### config.mk
export PLATFORM = sky130hd
export DESIGN_NAME = ir_cmd_ctrl
export DESIGN_NICKNAME = d
export VERILOG_FILES = /design/src/rtl/ir_pkg.sv /design/src/rtl/ir_cmd_fifo.sv /design/src/rtl/ir_cmd_ctrl.sv
export SDC_FILE = /design/constraint.sdc
export NUM_CORES = 1
export LEC_CHECK = 0
export ABC_AREA = 1
export BUFFER_PORTS_ARGS = -buffer_cell sky130_fd_sc_hd__buf_2
export CAP_MARGIN = 30
export CORE_ASPECT_RATIO = 1.25
export CORE_MARGIN = 3
export CORE_UTILIZATION = 60
export CTS_CLUSTER_DIAMETER = 60
export DETAILED_ROUTE_END_ITERATION = 6
export GPL_ROUTABILITY_DRIVEN = 0
export PLACE_DENSITY = 0.86
export SLEW_MARGIN = 10
export SYNTH_ARGS = -nofsm -noshare
export SYNTH_HDL_FRONTEND = slang
export SYNTH_SLANG_ARGS = --single-unit
### constraint.sdc
create_clock -name iCLK -period 3 [get_ports iCLK]
set_input_delay 0.6 -clock iCLK [delete_from_list [all_inputs] [get_ports iCLK]]
set_output_delay 0.6 -clock iCLK [all_outputs]
set_load 0.03 [all_outputs]
### src/rtl/ir_pkg.sv
// Shared constants, FSM encoding and frame-check helper for the IR command controller.
package ir_pkg;

    localparam logic [15:0] DEFAULT_CUSTOM_CODE = 16'h6B86;

    localparam logic [7:0]  KEY_SHIFT_ONE  = 8'h1E;
    localparam logic [7:0]  KEY_SHIFT_ZERO = 8'h1B;
    localparam logic [7:0]  KEY_INVERT     = 8'h1F;
    localparam logic [7:0]  KEY_MUTE       = 8'h0C;
    localparam logic [17:0] LED_ALL_ON     = 18'h3FFFF;

    typedef enum logic [1:0] {
        ST_IDLE = 2'd0,
        ST_EXEC = 2'd1,
        ST_HOLD = 2'd2
    } ir_state_t;

    // A frame is good when the inverted-key byte matches and, if enforced, the custom code matches.
    function automatic logic frame_ok(input logic [31:0] frame,
                                      input logic        check_custom,
                                      input logic [15:0] custom_code);
        logic key_ok;
        logic code_ok;
        key_ok  = (frame[31:24] == ~frame[23:16]);
        code_ok = !check_custom || (frame[15:0] == custom_code);
        return key_ok && code_ok;
    endfunction

endpackage

### src/rtl/ir_cmd_fifo.sv
// Small synchronous command queue; a push while full is taken only if a pop happens in the same cycle.
module ir_cmd_fifo #(
    parameter int unsigned DEPTH = 4
) (
    input  logic       iCLK,
    input  logic       iRST_n,
    input  logic       push,
    input  logic [7:0] din,
    input  logic       pop,
    output logic [7:0] dout,
    output logic       full,
    output logic       empty
);
    localparam int unsigned AW = (DEPTH > 1) ? $clog2(DEPTH) : 1;
    localparam logic [AW:0]   FULL_CNT = (AW + 1)'(DEPTH);
    localparam logic [AW-1:0] LAST_PTR = AW'(DEPTH - 1);

    logic [7:0]    mem_r [DEPTH];
    logic [AW-1:0] wr_ptr_r;
    logic [AW-1:0] rd_ptr_r;
    logic [AW:0]   count_r;
    logic          do_push_s;
    logic          do_pop_s;

    assign empty     = (count_r == '0);
    assign full      = (count_r == FULL_CNT);
    assign do_pop_s  = pop && !empty;
    assign do_push_s = push && (!full || do_pop_s);
    assign dout      = mem_r[rd_ptr_r];

    // Storage array carries no reset; only the pointers define validity.
    always_ff @(posedge iCLK) begin
        if (do_push_s) begin
            mem_r[wr_ptr_r] <= din;
        end
    end

    // Pointer and occupancy bookkeeping.
    always_ff @(posedge iCLK or negedge iRST_n) begin
        if (!iRST_n) begin
            wr_ptr_r <= '0;
            rd_ptr_r <= '0;
            count_r  <= '0;
        end else begin
            if (do_push_s) begin
                wr_ptr_r <= (wr_ptr_r == LAST_PTR) ? '0 : wr_ptr_r + AW'(1);
            end
            if (do_pop_s) begin
                rd_ptr_r <= (rd_ptr_r == LAST_PTR) ? '0 : rd_ptr_r + AW'(1);
            end
            case ({do_push_s, do_pop_s})
                2'b10:   count_r <= count_r + (AW + 1)'(1);
                2'b01:   count_r <= count_r - (AW + 1)'(1);
                default: count_r <= count_r;
            endcase
        end
    end

endmodule

### src/rtl/ir_cmd_ctrl.sv
// IR remote command controller: validates frames, filters key repeats, queues keys and
// executes them on the LED register with a minimum spacing between updates.
module ir_cmd_ctrl
    import ir_pkg::*;
#(
    parameter logic [15:0] CUSTOM_CODE  = DEFAULT_CUSTOM_CODE,
    parameter bit          CHECK_CUSTOM = 1'b1,
    parameter int unsigned REPEAT_GAP   = 5000000,
    parameter int unsigned HOLD_CYCLES  = 2500000,
    parameter int unsigned FIFO_DEPTH   = 4
) (
    input  logic        iCLK,
    input  logic        iRST_n,
    input  logic        iDATA_READY,
    input  logic [31:0] iDATA,
    output logic [17:0] oLEDR,
    output logic [7:0]  oLEDG,
    output logic        oBUSY,
    output logic        oERR,
    output logic        oDROP
);
    localparam int unsigned REP_W  = $clog2(REPEAT_GAP + 1);
    localparam int unsigned HOLD_W = (HOLD_CYCLES > 1) ? $clog2(HOLD_CYCLES) : 1;
    localparam logic [REP_W-1:0]  REP_MAX   = REP_W'(REPEAT_GAP);
    localparam logic [HOLD_W-1:0] HOLD_LAST = HOLD_W'(HOLD_CYCLES - 1);

    ir_state_t         state_r;
    ir_state_t         state_next_s;
    logic [HOLD_W-1:0] hold_cnt_r;
    logic [HOLD_W-1:0] hold_cnt_next_s;
    logic [REP_W-1:0]  rep_cnt_r;
    logic [17:0]       store_r;
    logic [7:0]        cmd_r;
    logic              apply_r;

    logic [7:0] key_s;
    logic       frame_ok_s;
    logic       valid_s;
    logic       repeat_s;
    logic       accept_s;
    logic       drop_s;
    logic       pop_s;
    logic       fifo_full_s;
    logic       fifo_empty_s;
    logic [7:0] fifo_dout_s;

    assign key_s      = iDATA[23:16];
    assign frame_ok_s = frame_ok(iDATA, CHECK_CUSTOM, CUSTOM_CODE);
    assign valid_s    = iDATA_READY && frame_ok_s;
    assign repeat_s   = (key_s == oLEDG) && (rep_cnt_r < REP_MAX);
    assign accept_s   = valid_s && !repeat_s;
    assign drop_s     = accept_s && fifo_full_s && !pop_s;
    assign oBUSY      = (state_r != ST_IDLE) || !fifo_empty_s;

    ir_cmd_fifo #(
        .DEPTH (FIFO_DEPTH)
    ) u_fifo (
        .iCLK   (iCLK),
        .iRST_n (iRST_n),
        .push   (accept_s),
        .din    (key_s),
        .pop    (pop_s),
        .dout   (fifo_dout_s),
        .full   (fifo_full_s),
        .empty  (fifo_empty_s)
    );

    // Frame intake: error/drop pulses, repeat timer and last accepted key.
    always_ff @(posedge iCLK or negedge iRST_n) begin
        if (!iRST_n) begin
            oLEDG     <= 8'h00;
            rep_cnt_r <= REP_MAX;
            oERR      <= 1'b0;
            oDROP     <= 1'b0;
        end else begin
            oERR  <= iDATA_READY && !frame_ok_s;
            oDROP <= drop_s;
            if (valid_s) begin
                rep_cnt_r <= '0;
            end else if (rep_cnt_r < REP_MAX) begin
                rep_cnt_r <= rep_cnt_r + REP_W'(1);
            end
            if (accept_s) begin
                oLEDG <= key_s;
            end
        end
    end

    // FSM state and hold-counter registers.
    always_ff @(posedge iCLK or negedge iRST_n) begin
        if (!iRST_n) begin
            state_r    <= ST_IDLE;
            hold_cnt_r <= '0;
        end else begin
            state_r    <= state_next_s;
            hold_cnt_r <= hold_cnt_next_s;
        end
    end

    // Next-state logic; EXEC pops exactly one entry per pass.
    always_comb begin
        state_next_s    = state_r;
        hold_cnt_next_s = hold_cnt_r;
        pop_s           = 1'b0;
        case (state_r)
            ST_IDLE: begin
                if (!fifo_empty_s) begin
                    state_next_s = ST_EXEC;
                end else begin
                    state_next_s = ST_IDLE;
                end
            end
            ST_EXEC: begin
                pop_s           = !fifo_empty_s;
                state_next_s    = ST_HOLD;
                hold_cnt_next_s = '0;
            end
            ST_HOLD: begin
                if (hold_cnt_r == HOLD_LAST) begin
                    state_next_s    = ST_IDLE;
                    hold_cnt_next_s = '0;
                end else begin
                    hold_cnt_next_s = hold_cnt_r + HOLD_W'(1);
                end
            end
            default: begin
                state_next_s    = ST_IDLE;
                hold_cnt_next_s = '0;
            end
        endcase
    end

    // The popped key is registered first so the LED update lands one edge after the pop.
    always_ff @(posedge iCLK or negedge iRST_n) begin
        if (!iRST_n) begin
            apply_r <= 1'b0;
            cmd_r   <= 8'h00;
        end else begin
            apply_r <= pop_s;
            if (pop_s) begin
                cmd_r <= fifo_dout_s;
            end
        end
    end

    // Key execution on the LED pattern and mute store.
    always_ff @(posedge iCLK or negedge iRST_n) begin
        if (!iRST_n) begin
            oLEDR   <= 18'h00000;
            store_r <= 18'h00000;
        end else if (apply_r) begin
            case (cmd_r)
                KEY_SHIFT_ONE:  oLEDR <= {oLEDR[16:0], 1'b1};
                KEY_SHIFT_ZERO: oLEDR <= {oLEDR[16:0], 1'b0};
                KEY_INVERT:     oLEDR <= ~oLEDR;
                KEY_MUTE: begin
                    if (oLEDR != 18'h00000) begin
                        store_r <= oLEDR;
                        oLEDR   <= 18'h00000;
                    end else begin
                        oLEDR <= store_r;
                    end
                end
                default:        oLEDR <= LED_ALL_ON;
            endcase
        end
    end

endmodule

# Word-level counts from Yosys, hierarchy flattened
# Memories as Yosys holds them, arrays and structs flattened. A register that Yosys moved wholly into a read port is not among the register bits.
# Index checks and enable logic that the tools add are counted.
[word_totals] inputBits=35 n_memories=1 ff_bits=101 ram_bits=32
[mem_list] memory="u_fifo.mem_r" words=4 word_bits=8 rd=1 rd_clocked_by_memory_dff=1 write_ports=1 line_no="ir_cmd_fifo.sv:18" source="logic [7:0] mem_r [DEPTH];"
[op_classes] n_reduce_logical=24 muxes=15 bitwise=2 n_lt_le_gt_ge=1 n_addsub=6 eq_ne=16
[op_table] operator="18-bit case mux with 4 select lines" n=1
[op_table] operator="23-bit 2-to-1 mux" n=2
[op_table] operator="22-bit case mux with 2 select lines" n=1
[op_table] operator="8-bit by 5-bit == test with 1-bit output (second input constant)" n=3
[op_table] operator="23-bit by 1-bit adder with 23-bit output (second input constant)" n=1
[op_table] operator="23-bit less-than comparator (second input constant)" n=1
[op_table] operator="22-bit by 1-bit adder with 22-bit output (second input constant)" n=1
[op_table] operator="22-bit == test (second input constant)" n=1
[op_table] operator="22-bit 2-to-1 mux" n=1
[op_table] operator="18-bit 2-to-1 mux" n=1
[op_table] operator="18-bit NOT" n=1
[op_table] operator="18-bit nonzero test" n=1
[op_table] operator="16-bit by 15-bit == test with 1-bit output (second input constant)" n=1
[op_table] operator="8-bit == test" n=2
[op_table] operator="1-bit logical AND" n=9
[op_table] operator="2-bit == test (second input constant)" n=4
[op_table] operator="8-bit by 4-bit == test with 1-bit output (second input constant)" n=1
[op_table] operator="8-bit NOT" n=1
[op_table] operator="1-bit logical NOT" n=6
[op_table] operator="2-bit 2-to-1 mux" n=3
[op_table] operator="2-bit case mux with 3 select lines" n=1
[op_table] operator="3-bit case mux with 2 select lines" n=1
[op_table] operator="2-bit nonzero test" n=3
[op_table] operator="2-bit by 1-bit adder with 2-bit output (second input constant)" n=2
[op_table] operator="10 further kinds" n=15

# Longest topological paths before layout
[depth] depth_word=8 ltp_mapped=17 ltp_nobuf=17

# Hierarchy
# From an unflattened synthesis, not the netlist that was laid out.
[unflattened] cells_unflattened=1055 area_unflattened_um2=7938.9
[by_module_without_submodules] mod="ir_cmd_ctrl" area_each_um2=6162.2 n_inst=1 seq_area_each_um2=2562.5 cells_per_inst=900
[by_module_without_submodules] mod="ir_cmd_fifo" area_each_um2=1776.7 n_inst=1 seq_area_each_um2=1136.1 cells_per_inst=155

# Worst setup path after synthesis
# Ideal clock, no wire load.
[synth_path] path_type="in2reg" start="input iDATA[6]" end="memory u_fifo.mem_r[0][0], enable pin" path_stages=10 slack_ns=0.764 t_required_ns=2.629 arrival_time_ns=1.866 n_path_buf=1 setup_ns=0.371 cell_sequence="inv_1 -> nand2_1 -> nor3_1 -> nand2_1 -> nor2_1 -> nand4_1 -> buf_2 -> nor2_4 -> nand2_4 -> nor2_1"
[synth_via] elab_chain_len=7
[synth_rtl] element="from (decl)" line_no="ir_cmd_ctrl.sv:15" source="input logic [31:0] iDATA,"
[synth_rtl] element="16-bit by 15-bit == test with 1-bit output" line_no="ir_pkg.sv:25" source="code_ok = !check_custom || (frame[15:0] == custom_code);"
[synth_rtl] element="1-bit logical AND" line_no="ir_pkg.sv:26" source="return key_ok && code_ok;"
[synth_rtl] element="1-bit logical AND" line_no="ir_cmd_ctrl.sv:49" source="assign valid_s = iDATA_READY && frame_ok_s;"
[synth_rtl] element="1-bit logical AND" line_no="ir_cmd_ctrl.sv:51" source="assign accept_s = valid_s && !repeat_s;"
[synth_rtl] element="1-bit logical AND" line_no="ir_cmd_fifo.sv:28" source="assign do_push_s = push && (!full || do_pop_s);"
[synth_rtl] element="1-bit 2-to-1 mux" line_no="ir_cmd_fifo.sv:33" source="if (do_push_s) begin"
[synth_rtl] element="1-bit 2-to-1 mux (implied by the code)" line_no="ir_cmd_fifo.sv:34" source="mem_r[wr_ptr_r] <= din;"
[synth_rtl] element="to (decl)" line_no="ir_cmd_fifo.sv:18"
# Every way passes these cells.

# Worst setup path in the final report
[layout_path] start="register rep_cnt_r[14]" end="register u_fifo.count_r[2]"
[layout_via] elab_chain_len=7 elab_cells_between_ends=9
[layout_rtl] element="from (decl)" line_no="ir_cmd_ctrl.sv:31" source="logic [REP_W-1:0] rep_cnt_r;"
[layout_rtl] element="from (signal assigned)" line_no="ir_cmd_ctrl.sv:81" source="rep_cnt_r <= rep_cnt_r + REP_W'(1);"
[layout_rtl] element="23-bit less-than comparator *" line_no="ir_cmd_ctrl.sv:50" source="assign repeat_s = (key_s == oLEDG) && (rep_cnt_r < REP_MAX);"
[layout_rtl] element="1-bit logical AND *" line_no="ir_cmd_ctrl.sv:50"
[layout_rtl] element="1-bit logical NOT *" line_no="ir_cmd_ctrl.sv:51"
[layout_rtl] element="1-bit logical AND *" line_no="ir_cmd_ctrl.sv:51"
[layout_rtl] element="1-bit logical AND *" line_no="ir_cmd_fifo.sv:28"
[layout_rtl] element="2-bit by 1-bit == test with 1-bit output / 2-bit == test (equally long branches)" line_no="ir_cmd_fifo.sv:51" source="case ({do_push_s, do_pop_s})"
[layout_rtl] element="3-bit case mux with 2 select lines / 2-bit nonzero test (equally long branches)"
[layout_rtl] element="to (signal assigned)" line_no="ir_cmd_fifo.sv:52" source="2'b10: count_r <= count_r + (AW + 1)'(1);"
[layout_rtl] element="to (signal assigned)" line_no="ir_cmd_fifo.sv:53" source="2'b01: count_r <= count_r - (AW + 1)'(1);"
[layout_rtl] element="to (signal assigned)" line_no="ir_cmd_fifo.sv:54" source="default: count_r <= count_r;"
[layout_rtl] element="to (decl)" line_no="ir_cmd_fifo.sv:21" source="logic [AW:0] count_r;"
# Mark *: on every way between the ends. The rest lies on a longest branch, timed or not.
# A chain may end at the register's enable or synchronous reset.

==> Implementation_results.wiki <==
{| class="wikitable"
! Metric !! Value
|-
| Outcome || finished clean
|-
| Die Span X || 106 um
|-
| Total of max-cap violations || 0
|-
| RR Endpoint || u_fifo.count_r[2]
|-
| Class of the most critical hold timing path || input port to asynchronous set/reset pin
|-
| Startpoint of the lowest-slack register-to-register path || rep_cnt_r[14]
|-
| Worst reg-to-reg setup slack || 0.62 ns
|-
| Number of gates resized after CTS || 0
|-
| Synth Flop Type || sky130_fd_sc_hd__dfrtp_1
|-
| Post-layout min period || 2.38 ns
|-
| Seq/Total Area, Yosys || 0.494
|-
| Clock root cell || sky130_fd_sc_hd__clkbuf_16
|-
| Gr usage total || 0.243
|-
| Layout overhead on the synthesized area || 14.5%
|-
| GR Overflow Total || 0
|-
| Fraction of registers with async set/reset || 0.773
|-
| Clock latency reported for the late side of the worst-skew pair || 0.43 ns
|-
| Total inserted antenna cells || 0
|-
| Pre-antenna DRT Iters || 5
|-
| Logic depth of the worst path, buffers included || 17
|-
| CTS Buf Count || 17
|-
| Number of nets in the final layout || 1,055
|-
| Maximum net fanout on the critical path || 13
|-
| Critical Path Start || rep_cnt_r[14]
|-
| Leading post-synthesis cells by cell area || sky130_fd_sc_hd__dfrtp_1 34%, sky130_fd_sc_hd__edfxtp_1 13%, sky130_fd_sc_hd__nand2_1 9.7%
|-
| Critical path destination || u_fifo.count_r[2]
|-
| Iteration-0 DRC Markers || 434
|-
| EDFF count, synth || 32
|-
| Power per standard cell area || 473 mW/mm2
|-
| Final worst path period share || 0.795
|-
| Arrival time at the worst endpoint || 2.76 ns
|-
| CP max stage delay || 0.58 ns
|-
| H-tree depth || 4
|-
| Number of nets in the synthesized netlist || 979
|-
| Fraction of final layout cells with drive strength greater than 1 || 0.142
|-
| Slew at the pin closest to its max-slew limit || 0.545 ns
|-
| Number of hold buffers added after CTS || 0
|-
| Count of endpoints failing hold in the final timing report || 0
|-
| Total negative slack || 0 ns
|-
| Half-perimeter wire length after placement || 11,400 um
|-
| Required time worst endpoint || 3.38 ns
|-
| Via/cell ratio || 5.49
|-
| Cell occurring most often along the worst timing path || sky130_fd_sc_hd__nand2_1
|-
| Initial Util || 0.616
|-
| Number of placement rows || 45
|-
| Boundary Pins || 64
|-
| Total of warnings raised by yosys || 0
|-
| Start-to-end type of the worst setup path || register to register
|-
| Critical-path top delay cell || sky130_fd_sc_hd__dfstp_2
|-
| Number of global-route vias before repair || 6,139
|-
| Worst Setup Start Kind || register
|-
| CTS Sinks || 141
|-
| CTS tree || built
|-
| Cell Chain, Critical Path || nand2_1 > inv_1 > nand3_1 > nor2_1 > nand2_1 > nand2_1 > nor2_4 > nand2_1 > nand2_2 > nand2_1 > inv_1 > fa_1 > inv_1 > nand3_1 > nand3_1 > nand2_1 > inv_1
|-
| Worst rel slew slack || 0.636
|-
| Post-CTS Repair Setup Buffers || 0
|-
| Unrepaired setup endpoints after global routing || no
|-
| Global-route wire length before repair || 27,100 um
|-
| Post-synthesis sequential element count || 141
|-
| Clock Path Buffers || 2
|-
| Drt wl/cell || 13.6 um
|-
| Reported leakage power || 0.00371 uW
|-
| Final max-slew violation count || 0
|-
| Number of buffers inserted by port buffering || 63
|-
| Syn avg cell area || 8.00 um2
|-
| Leading cell type in the layout, fill and taps excluded || sky130_fd_sc_hd__nand2_1
|-
| Antenna violations before repair || 0
|-
| Die extent in y || 131 um
|-
| Endpoint class of the critical path || register
|-
| Cell taking the most area after synthesis || sky130_fd_sc_hd__dfrtp_1
|-
| Worst clock skew || 0.00598 ns
|-
| Core box area || 0.0122 mm2
|-
| DRT antenna net count || 0
|-
| Vias after detailed routing || 6,527
|-
| Cell family with the largest share of critical-path delay || simple AND/OR/NAND/NOR gates
|-
| Overall die area || 0.0139 mm2
|-
| Post-layout power || 4050 uW
|-
| Maximum clock frequency || 0.420 GHz
|-
| Fraction of post-synthesis cell area in the top cell type by area || 0.337
|-
| CP bufs+invs || 4
|-
| DRC || 0
|-
| Commonest cells after routing, fill and taps aside || 194 x sky130_fd_sc_hd__nand2_1, 139 x sky130_fd_sc_hd__nor2_1, 131 x sky130_fd_sc_hd__inv_1
|-
| Syn Inst Count || 936
|-
| Pin count of the biggest net entering global routing || 53
|-
| Post-synthesis cell area || 0.00749 mm2
|-
| Clock slew at the register clock pins of the worst setup and hold paths || 0.06 ns
|-
| Largest voltage drop on the vdd net || 0.410 mV
|-
| Worst Reg2Reg Path Length in Cells || 17
|-
| Routed wire length || 16,200 um
|-
| Hold_ws || 0.103 ns
|-
| Final setup fails || 0
|-
| Distinct cells, synth || 46
|}
==> where the power goes <==
part | total [uW] | internal, uW | switching (uW)
combinational | 108 | 35.1 | 73.1
sequential | 1960 | 1960 | 0.427
clock | 1980 | 1150 | 826
total | 4050 | 3150 | 900
==> stage by stage <==
| stage | utilization | instance area, um2 | worst slack [ns] | instances |
|---|---|---|---|---|
| 2_1_floorplan | - | 7490 | 0.764 | 936 |
| 3_3_place_gp | 0.659 | 8010 | 0.618 | 1156 |
| 3_5_place_dp | 0.659 | 8010 | 0.554 | 1156 |
| 4_1_cts | 0.705 | 8570 | 0.642 | 1187 |
| 5_1_grt | 0.705 | 8580 | 0.442 | 1188 |
| 6_report | 0.705 | 8580 | 0.616 | 1188 |
==> metal layers <==
metal	wire, um	up-vias	part of all wire	GRT usage
met5	0	-	0	0
met4	413	0	0.026	0.117
met3	828	41	0.051	0.0541
met2	8050	220	0.50	0.423
met1	6880	3035	0.43	0.289
li1	-	3231	-	-
==> worst min path at each step <==
stage / endpoint / slack [ns] / cells after the start
after global placement: store_r[4] / 0.47 / 2
after global routing: store_r[11] / 0.13 / 1
after CTS: store_r[11] / 0.11 / 1
after detailed placement: store_r[16] / 0.47 / 2
after floorplan: apply_r / 0.30 / 0
final: store_r[11] / 0.10 / 1
==> kinds of logic (layout without fill, tap and decap cells) <==
kind of cell	after synthesis	after routing	synth area share
XOR/XNOR	17	17	0.0199
multiplexers	6	6	0.00902
buffers and inverters	154	242	0.0822
adder cells (fa/ha/maj)	8	8	0.0144
AND/OR/NAND/NOR	454	454	0.265
AO/OA/AOI/OAI	156	156	0.116
flip-flops	141	141	0.494
==> layout make-up <==
cell class	count	area [um2]
multi-input combinational	641	3180
inverter	134	505
clock buffer	18	439
clock inverter	13	115
fill	942	3590
timing repair buffer	77	435
tap	164	205
sequential	141	3700
==> synthesized netlist by cell type, drive strengths merged (2+ instances only) <==
cell type and instances:
o211ai 13, dfstp 8, ha 7, o22ai 11, nor4 13, nor3 27
nand2 199, dfrtp 101, o221ai 2, or2 2, clkbuf 12, buf 8
inv 133, a31oi 6, mux2 6, nand3 45, o21ai 92, edfxtp 32
a21oi 27, nand4 20, o31ai 2, nor2 147, xor2 13, xnor2 4
==> state kept, by name, summed over array words and instances, names as in the netlist <==
| register | count |
|---|---|
| store_r | 18 |
| u_fifo.mem_r | 32 |
| rep_cnt_r | 23 |
| state_r | 2 |
| oERR | 1 |
| hold_cnt_r | 22 |
| u_fifo.count_r | 3 |
| u_fifo.rd_ptr_r | 2 |
| oLEDG | 8 |
| apply_r | 1 |
| cmd_r | 8 |
| oDROP | 1 |
| u_fifo.wr_ptr_r | 2 |
| oLEDR | 18 |
(Power assumes the default switching activity.)
